`src/rtl/mips_pkg.sv`:
```
// Shared MIPS front-end constants and types: instruction/PC widths, the fetch
// stride, the default reset vector and the opcode field widths used by the decoder.
package mips_pkg;

    localparam int INSTR_W = 32;
    localparam int PC_W    = 32;

    localparam logic [PC_W-1:0] PC_INC           = 32'd4;
    localparam logic [PC_W-1:0] RESET_PC_DEFAULT = 32'h0000_0000;

    localparam int OPCODE_W = 6;
    localparam int REG_W    = 5;
    localparam int SHAMT_W  = 5;
    localparam int FUNCT_W  = 6;
    localparam int IMM_W    = 16;
    localparam int JADDR_W  = 26;

    typedef logic [INSTR_W-1:0] instr_t;
    typedef logic [PC_W-1:0]    pc_t;

    function automatic pc_t word_align(input pc_t addr);
        return {addr[PC_W-1:2], 2'b00};
    endfunction

endpackage

```
`src/rtl/ifetch_fifo.sv`:
```
// Small synchronous FIFO holding fetched instruction words; flush empties it in one
// cycle and takes priority over push and pop.
module ifetch_fifo #(
    parameter  int DEPTH = 4,
    parameter  int WIDTH = 32,
    localparam int CNT_W = $clog2(DEPTH + 1)
) (
    input  logic             clk,
    input  logic             rst,
    input  logic             flush,
    input  logic             push,
    input  logic [WIDTH-1:0] push_data,
    input  logic             pop,
    output logic [WIDTH-1:0] head_data,
    output logic [CNT_W-1:0] count
);

    localparam int PTR_W = $clog2(DEPTH);

    logic [WIDTH-1:0] mem_q [DEPTH];
    logic [WIDTH-1:0] mem_d [DEPTH];
    logic [PTR_W-1:0] wr_ptr_q, wr_ptr_d;
    logic [PTR_W-1:0] rd_ptr_q, rd_ptr_d;
    logic [CNT_W-1:0] count_q, count_d;
    logic             do_push, do_pop;

    always_comb begin
        do_pop   = pop && (count_q != '0);
        do_push  = push && ((count_q != CNT_W'(DEPTH)) || do_pop);
        mem_d    = mem_q;
        wr_ptr_d = wr_ptr_q;
        rd_ptr_d = rd_ptr_q;
        count_d  = count_q;
        if (flush) begin
            wr_ptr_d = '0;
            rd_ptr_d = '0;
            count_d  = '0;
        end else begin
            if (do_push) begin
                mem_d[wr_ptr_q] = push_data;
                wr_ptr_d        = wr_ptr_q + 1'b1;
            end
            if (do_pop) begin
                rd_ptr_d = rd_ptr_q + 1'b1;
            end
            count_d = count_q + CNT_W'(do_push) - CNT_W'(do_pop);
        end
    end

    always_ff @(posedge clk) begin
        if (rst) begin
            wr_ptr_q <= '0;
            rd_ptr_q <= '0;
            count_q  <= '0;
        end else begin
            wr_ptr_q <= wr_ptr_d;
            rd_ptr_q <= rd_ptr_d;
            count_q  <= count_d;
        end
    end

    // Storage needs no reset: count gates every read of it.
    always_ff @(posedge clk) begin
        mem_q <= mem_d;
    end

    assign head_data = mem_q[rd_ptr_q];
    assign count     = count_q;

endmodule

```
`src/rtl/mips_ifetch.sv`:
```
// Instruction fetch unit: issues sequential word reads, buffers in-order returns and
// hands them to the core; a redirect flushes everything and discards stale returns.
module mips_ifetch
    import mips_pkg::*;
#(
    parameter int        DEPTH    = 4,
    parameter logic [31:0] RESET_PC = RESET_PC_DEFAULT
) (
    input  logic        CLK,
    input  logic        RST,
    output logic        imem_req,
    output logic [31:0] imem_addr,
    input  logic        imem_rvalid,
    input  logic [31:0] imem_rdata,
    output logic [31:0] Instruction,
    output logic [31:0] instr_pc,
    output logic        instr_valid,
    input  logic        instr_ready,
    input  logic        redirect_valid,
    input  logic [31:0] redirect_pc
);

    localparam int INF_W = $clog2(2 * DEPTH + 1);
    localparam int OCC_W = INF_W + 1;
    localparam int CNT_W = $clog2(DEPTH + 1);

    pc_t              pc_q, pc_d;
    pc_t              head_pc_q, head_pc_d;
    logic [INF_W-1:0] inflight_q, inflight_d;
    logic [INF_W-1:0] drop_cnt_q, drop_cnt_d;
    logic [INF_W-1:0] live;
    logic [OCC_W-1:0] occupancy;
    logic [CNT_W-1:0] fifo_count;
    instr_t           fifo_head;
    logic             rvalid_ok, pop, issue, fifo_push;

    assign instr_valid = (fifo_count != '0);

    // Occupancy counts every word that will eventually land in the FIFO, so issuing
    // only below DEPTH means the FIFO can never overflow and memory needs no stall.
    always_comb begin
        rvalid_ok  = imem_rvalid && (inflight_q != '0);
        pop        = instr_valid && instr_ready && !redirect_valid;
        live       = inflight_q - drop_cnt_q;
        occupancy  = OCC_W'(live) + OCC_W'(fifo_count) - OCC_W'(pop);
        issue      = !RST && !redirect_valid && (occupancy < OCC_W'(DEPTH));
        fifo_push  = rvalid_ok && !redirect_valid && (drop_cnt_q == '0);

        pc_d       = pc_q;
        head_pc_d  = head_pc_q;
        inflight_d = inflight_q;
        drop_cnt_d = drop_cnt_q;
        if (redirect_valid) begin
            pc_d       = word_align(redirect_pc);
            head_pc_d  = word_align(redirect_pc);
            inflight_d = inflight_q - INF_W'(rvalid_ok);
            drop_cnt_d = inflight_q - INF_W'(rvalid_ok);
        end else begin
            if (issue) begin
                pc_d = pc_q + PC_INC;
            end
            if (pop) begin
                head_pc_d = head_pc_q + PC_INC;
            end
            inflight_d = inflight_q + INF_W'(issue) - INF_W'(rvalid_ok);
            if (rvalid_ok && (drop_cnt_q != '0)) begin
                drop_cnt_d = drop_cnt_q - 1'b1;
            end
        end
    end

    always_ff @(posedge CLK) begin
        if (RST) begin
            pc_q       <= RESET_PC;
            head_pc_q  <= RESET_PC;
            inflight_q <= '0;
            drop_cnt_q <= '0;
        end else begin
            pc_q       <= pc_d;
            head_pc_q  <= head_pc_d;
            inflight_q <= inflight_d;
            drop_cnt_q <= drop_cnt_d;
        end
    end

    ifetch_fifo #(
        .DEPTH (DEPTH),
        .WIDTH (INSTR_W)
    ) u_fifo (
        .clk       (CLK),
        .rst       (RST),
        .flush     (redirect_valid),
        .push      (fifo_push),
        .push_data (imem_rdata),
        .pop       (pop),
        .head_data (fifo_head),
        .count     (fifo_count)
    );

    always_comb begin
        imem_req    = issue;
        imem_addr   = issue ? pc_q : '0;
        Instruction = instr_valid ? fifo_head : '0;
        instr_pc    = head_pc_q;
    end

endmodule

```
`config.mk`:
```
export PLATFORM = sky130hd
export DESIGN_NAME = mips_ifetch
export DESIGN_NICKNAME = d
export VERILOG_FILES = /design/src/rtl/mips_pkg.sv /design/src/rtl/ifetch_fifo.sv /design/src/rtl/mips_ifetch.sv
export SDC_FILE = /design/constraint.sdc
export NUM_CORES = 1
export LEC_CHECK = 0
export ABC_AREA = 1
export CORE_MARGIN = 8
export CORE_UTILIZATION = 45
export CTS_BUF_LIST = sky130_fd_sc_hd__clkbuf_16
export CTS_CLUSTER_DIAMETER = 30
export DETAILED_ROUTE_END_ITERATION = 7
export GPL_TIMING_DRIVEN = 0
export PLACE_DENSITY_LB_ADDON = 0.1
export SYNTH_ARGS = -nofsm -noshare
export SYNTH_HDL_FRONTEND = slang
export SYNTH_SLANG_ARGS = --single-unit
export TNS_END_PERCENT = 50
```
`constraint.sdc`:
```
create_clock -name CLK -period 5.8 [get_ports CLK]
set_input_delay 1.74 -clock CLK [delete_from_list [all_inputs] [get_ports CLK]]
set_output_delay 1.74 -clock CLK [all_outputs]
set_load 0.005 [all_outputs]
```
* Word level (Yosys, flattened, before mapping) *
Cells that the tools add are included.

operators by class
  $add $sub $neg = 13
  multipliers = 0
  div/mod/pow operators = 0
  magnitude comparators = 4
  equal/unequal tests = 1
  shift-type cells = 0
  multiplexer cells = 15
  bitwise logic cells = 3
  reductions and logical operators = 23

operators with widths
  kind                                                                          number
  32-bit 2-to-1 mux                                                             9
  128-bit bitwise mux                                                           1
  32-bit by 3-bit adder with 32-bit output, second input constant               2
  32-bit binary-select mux with 2-bit select                                    1
  32-bit demux with 2-bit select                                                1
  4-bit 2-to-1 mux                                                              3
  1-bit logical AND                                                             11
  4-bit nonzero test                                                            2
  4-bit by 1-bit subtractor with 4-bit output                                   2
  3-bit >= comparator, second input constant                                    2
  2-bit NOT with 3-bit output                                                   2
  2-bit nonzero test                                                            3
  4-bit by 3-bit adder with 5-bit output                                        1
  5-bit by 3-bit less-than comparator with 1-bit output, second input constant  1
  5-bit by 1-bit subtractor with 5-bit output                                   1
  2-bit by 1-bit adder with 2-bit output, second input constant                 2
  4-bit by 1-bit adder with 4-bit output                                        1
  4-bit zero test                                                               1
  4-bit by 1-bit subtractor with 4-bit output, second input constant            1
  4-bit subtractor                                                              1
  3-bit by 1-bit adder with 3-bit output                                        1
  3-bit by 1-bit less-than comparator with 1-bit output, second input constant  1
  3-bit != test, second input constant                                          1
  3-bit nonzero test                                                            1
  6 further kinds                                                               7

storage, ports and cells
  register bits = 207
  bits in latches = 0
  RAM bits = 0
  ROM bits = 0
  input bits = 69
  output and inout port bits = 98
  logic and storage cells = 72
  memories = 0

* Depth between registers and ports, before layout *
Gate-level depths: netlist of the first run.

  depth after elaboration = 9
  gate-level depth with buffers = 23
  mapped depth without buffers = 22

* Hierarchy *
A second synthesis of the first run with hierarchy kept.

unflattened totals
  cells, all modules = 1363
  area, all modules = 10817.9 um^2

modules (own cells, without submodules)
  module       instances  cells an instance  area an instance (um^2)  seq. area each (um^2)
  mips_ifetch  1          989                5549.1                   1361.3
  ifetch_fifo  1          374                5268.8                   3983.8

* Worst setup path before layout of the first run *
OpenSTA, ideal clock, no wires.

  path type = input port to output port
  from = input port redirect_valid
  to = output port imem_addr[22]
  data arrival time = 3.442 ns
  required time = 4.060 ns
  slack = 0.618 ns
  stages on the path = 14
  path buffers = 3
  path through = buf_4 clkbuf_1 nor2_1 ha_1 inv_1 ha_1 nand2_1 nand2_1 a21boi_1 nand2_1 nand2_2 nand2_4 buf_2 nor2_1

on the way
  longest elaborated chain between the ends = 6
  elaborated cells on any way between the ends = 7
  classes of those cells = add/sub (1); order compare (1); mux (1); reduce/logical (4)

RTL lines
  what                                                   line                                  source
  start, declared                                        mips_ifetch.sv:19                     input logic redirect_valid,
  1-bit zero test *                                      mips_ifetch.sv:43, mips_ifetch.sv:46
  1-bit logical AND                                      mips_ifetch.sv:43                     pop = instr_valid && instr_ready && !redirect_valid;
  5-bit by 1-bit subtractor with 5-bit output            mips_ifetch.sv:45                     occupancy = OCC_W'(live) + OCC_W'(fifo_count) - OCC_W'(pop);
  5-bit by 3-bit less-than comparator with 1-bit output  mips_ifetch.sv:46                     issue = !RST && !redirect_valid && (occupancy < OCC_W'(DEPTH));
  1-bit logical AND *                                    mips_ifetch.sv:46
  32-bit 2-to-1 mux *                                    mips_ifetch.sv:102                    imem_addr = issue ? pc_q : '0;
  end, declared                                          mips_ifetch.sv:12                     output logic [31:0] imem_addr,

Every way passes the cells marked *; elsewhere a longest branch is shown, timed or not.

* Final worst setup path of the first run *
  from = input port redirect_valid
  to = output port imem_addr[31]

The elaborated chain is that of the path after synthesis.

==> flow_metrics.env, run 1 <==
export IMPL_postRouteAntennaNets=0
export IMPL_power_density_nw_per_um2=381
export IMPL_clock_root_buffer="clkbuf_16"
export IMPL_setup_viol_count_final=0
export IMPL_combPwrFrac=0.247
export IMPL_arrival_ps=3930
export IMPL_total_power_mw=5.50
export IMPL_multi_input_area_sq_um=4700
export IMPL_synth_distinct_cells=39
export IMPL_fin_crit_ps=5670
export IMPL_startpoint_type="primary input"
export IMPL_switchingPower_mw=1.66
export IMPL_tns_ps=0
export IMPL_synthAdderAreaFrac=0.0358
export IMPL_synth_xor_area_frac=0.00976
export IMPL_vias_per_cell=5.11
export IMPL_synth_ff_type="edfxtp_1"
export IMPL_synth_common_cells="nand2_1 (323), nor2_1 (255), edfxtp_1 (128), inv_1 (125), o21ai_0 (111)"
export IMPL_postPlaceCellArea_sq_um=12900
export IMPL_worst_clock_skew_ps=13.8
export IMPL_ys_seq_area_frac=0.497
export IMPL_worst_setup_path_type="primary input to primary output"
export IMPL_drt_iter0_drc=724
export IMPL_cts_buffer_depth=3
export IMPL_slowest_stage="ha_1"
export IMPL_p_sw_frac=0.302
export IMPL_ys_ff_latch=203
export IMPL_outcome="complete, no violations"
export IMPL_routabilityCongestion=0.947
export IMPL_p_leak_nw=5.56
export IMPL_critPathMostFrequentCell="nand2_1"
export IMPL_p_clk_frac=0.441
export IMPL_synth_most_common_cell="nand2_1"
export IMPL_die_area_sq_um=29100
export IMPL_wl_per_cell_microns=17.5
export IMPL_fp_coreArea_sq_um=23500
export IMPL_cts_sinks=203
export IMPL_yosys_top_cells_area="edfxtp_1 (36%), dfxtp_1 (14%), nand2_1 (11%)"
export IMPL_drv_slew=0
export IMPL_cp_required_ps=4060
export IMPL_drt_wl_total_microns=34100
export IMPL_slowest_delay_ps=280
export IMPL_dpl_cell_count=1868
export IMPL_fmax_ghz=0.176
export IMPL_syn_cell_area_sq_um=10800
export IMPL_reg2reg_slack_ps=2040
export IMPL_num_antenna_cells=0
export IMPL_drv_cap=0
export IMPL_cp_max_fo=10
export IMPL_yosys_warnings=0
export IMPL_ff_latch_area_sq_um=5350
export IMPL_synth_top_family_by_area="simple AND/OR/NAND/NOR gates"
export IMPL_clkTransAtPathRegs_ps=40
export IMPL_synth_cells=1383
export IMPL_timing_hold_ws_ps=505
export IMPL_crit_chain="clkdlybuf4s15_2, buf_12, nor2_1, ha_1, inv_1, ha_1, nand2_1, nand2_2, nand2_1, nand2_1, nand2_1, nor2_4, nand2_4, buf_4, buf_6, nor2_1, clkdlybuf4s15_1"
export IMPL_dp_hpwl_microns=24800
export IMPL_drc_errors=0
export IMPL_grt_max_degree=29
export IMPL_place_ws_ps=-1200
export IMPL_die_h_microns=171
export IMPL_cts_tree="yes"
export IMPL_dr_total_vias=9981
export IMPL_hold_class="flip-flop to flip-flop"
export IMPL_overflow=0
export IMPL_synthMuxAreaShare=0
export IMPL_utilization=0.616
export IMPL_h_tree_depth=2
export IMPL_rsz0062_at_grt="false"
export IMPL_fin_ws_ps=131
export IMPL_initial_utilization=0.459
export IMPL_grt_pass1_wl_microns=53500
export IMPL_hold_buffers=0
export IMPL_rows=56
export IMPL_grt_usage=0.235
export IMPL_p_int_mw=3.84
export IMPL_grt_pass1_vias=9793
export IMPL_synth_compound_area_share=0.116
export IMPL_synth_top_cell_by_area="edfxtp_1"
export IMPL_hold_viol=0
export IMPL_instances_no_fill=1955
export IMPL_finalInstanceArea_sq_um=14500
export IMPL_drtPass1Iterations=5
export IMPL_nets=1699
export IMPL_synth_edf_count=128
export IMPL_synth_simple_area_share=0.267
export IMPL_drive_gt1_frac=0.0880
export IMPL_cts_buffers=44
export IMPL_crit_path_end_kind="primary output"
export IMPL_die_w_microns=171
export IMPL_pwr_share_seq=0.312
export IMPL_num_io_pins=167
export IMPL_irDropWorstVdd_mv=0.252
export IMPL_async_flop_share=0
export IMPL_relSlewSlack=0.559
export IMPL_syn_area_per_cell_sq_um=7.78
export IMPL_portBuffers=159
export IMPL_synth_top_area_frac=0.357
export IMPL_antenna_found_initial=0
export IMPL_syn2layout_area_growth_pct=34.3
export IMPL_fin_crit_sh=0.977
export IMPL_num_fill_cells=2114
export IMPL_clock_latency_ps=530
export IMPL_worst_pin_slew_ps=660
## repair_timing
item / in CTS / in global routing
setup endpoints to repair: 31 / 11
gates resized for setup: 63 / 9
buffers inserted: 5 / 2
pin swaps: 3 / 2
## logic make-up after synthesis
family,count (synthesis)
fa+ha+maj,29
other cells,1
xor+xnor,12
simple gates,706
buf+inv,192
flops,203
compound gates,240
## flip-flops by register name (all words and copies together), names as in the netlist
name,flops
instr_pc,30
inflight_q,4
u_fifo.wr_ptr_q,2
u_fifo.rd_ptr_q,2
pc_q,30
drop_cnt_q,4
u_fifo.mem_q,128
u_fifo.count,3
## worst paths after layout
path | cells past startpoint | endpoint | from
worst min-delay path | 2 | pc_q[31] | pc_q[31]
worst min register to register | 2 | pc_q[31] | pc_q[31]
worst max-delay path | 17 | imem_addr[31] | redirect_valid
worst max register to register | 23 | inflight_q[2] | inflight_q[0]
## metal layers
layer	up-vias	routed length (microns)	track usage
li1	5002	-	-
met1	4545	14300	0.287
met2	364	16300	0.401
met3	70	2390	0.0459
met4	0	1180	0.101
met5	-	0	0
## worst max-delay path: cells and delay by family
family / cells / cell delay, ps
buffers and inverters: 6 / 910
and+or+nand+nor: 9 / 810
adders and majority gates: 2 / 430
## power groups by stage
stage,Sequential (mW),Clock [mW],Combinational [mW]
2_1_floorplan,1.72,0,0.893
3_3_place_gp,1.74,0,1.23
3_5_place_dp,1.74,0,1.27
4_1_cts,1.72,2.45,1.33
5_1_grt,1.73,2.54,1.54
6_report,1.72,2.43,1.36
## layout by cell type (no fill, tap or decap), drive strengths merged, types with 15 or more instances in the layout
| master | netlist | routed |
|---|---|---|
| nand3 | 87 | 87 |
| ha | 26 | 26 |
| inv | 131 | 140 |
| nor2 | 262 | 262 |
| nor3 | 15 | 15 |
| nand2 | 332 | 332 |
| buf | 28 | 39 |
| edfxtp | 128 | 128 |
| clkdlybuf4s50 | 0 | 126 |
| o21ai | 121 | 121 |
| clkbuf | 33 | 77 |
| dfxtp | 75 | 75 |
| clkinv | 0 | 17 |
| dlygate4sd2 | 0 | 23 |
| a21oi | 99 | 99 |
## area by class of cell
type,instances,area share
sequential,203,0.370
multi-input combinational,991,0.325
timing repair buffer,170,0.118
clock buffer,44,0.0762
inverter,131,0.0340
tap,319,0.0276
clock inverter,37,0.0252
buffer,60,0.0235
No activity file was read; power rests on OpenSTA's default activity.
==> run 2, diff against run 1 <==
- ABC_CLOCK_PERIOD_IN_PS: default -> 5800
- CAP_MARGIN: default -> 20
==> results of run 2 <==
No change in the layout: final DEF, timing and power equal those of run 1.
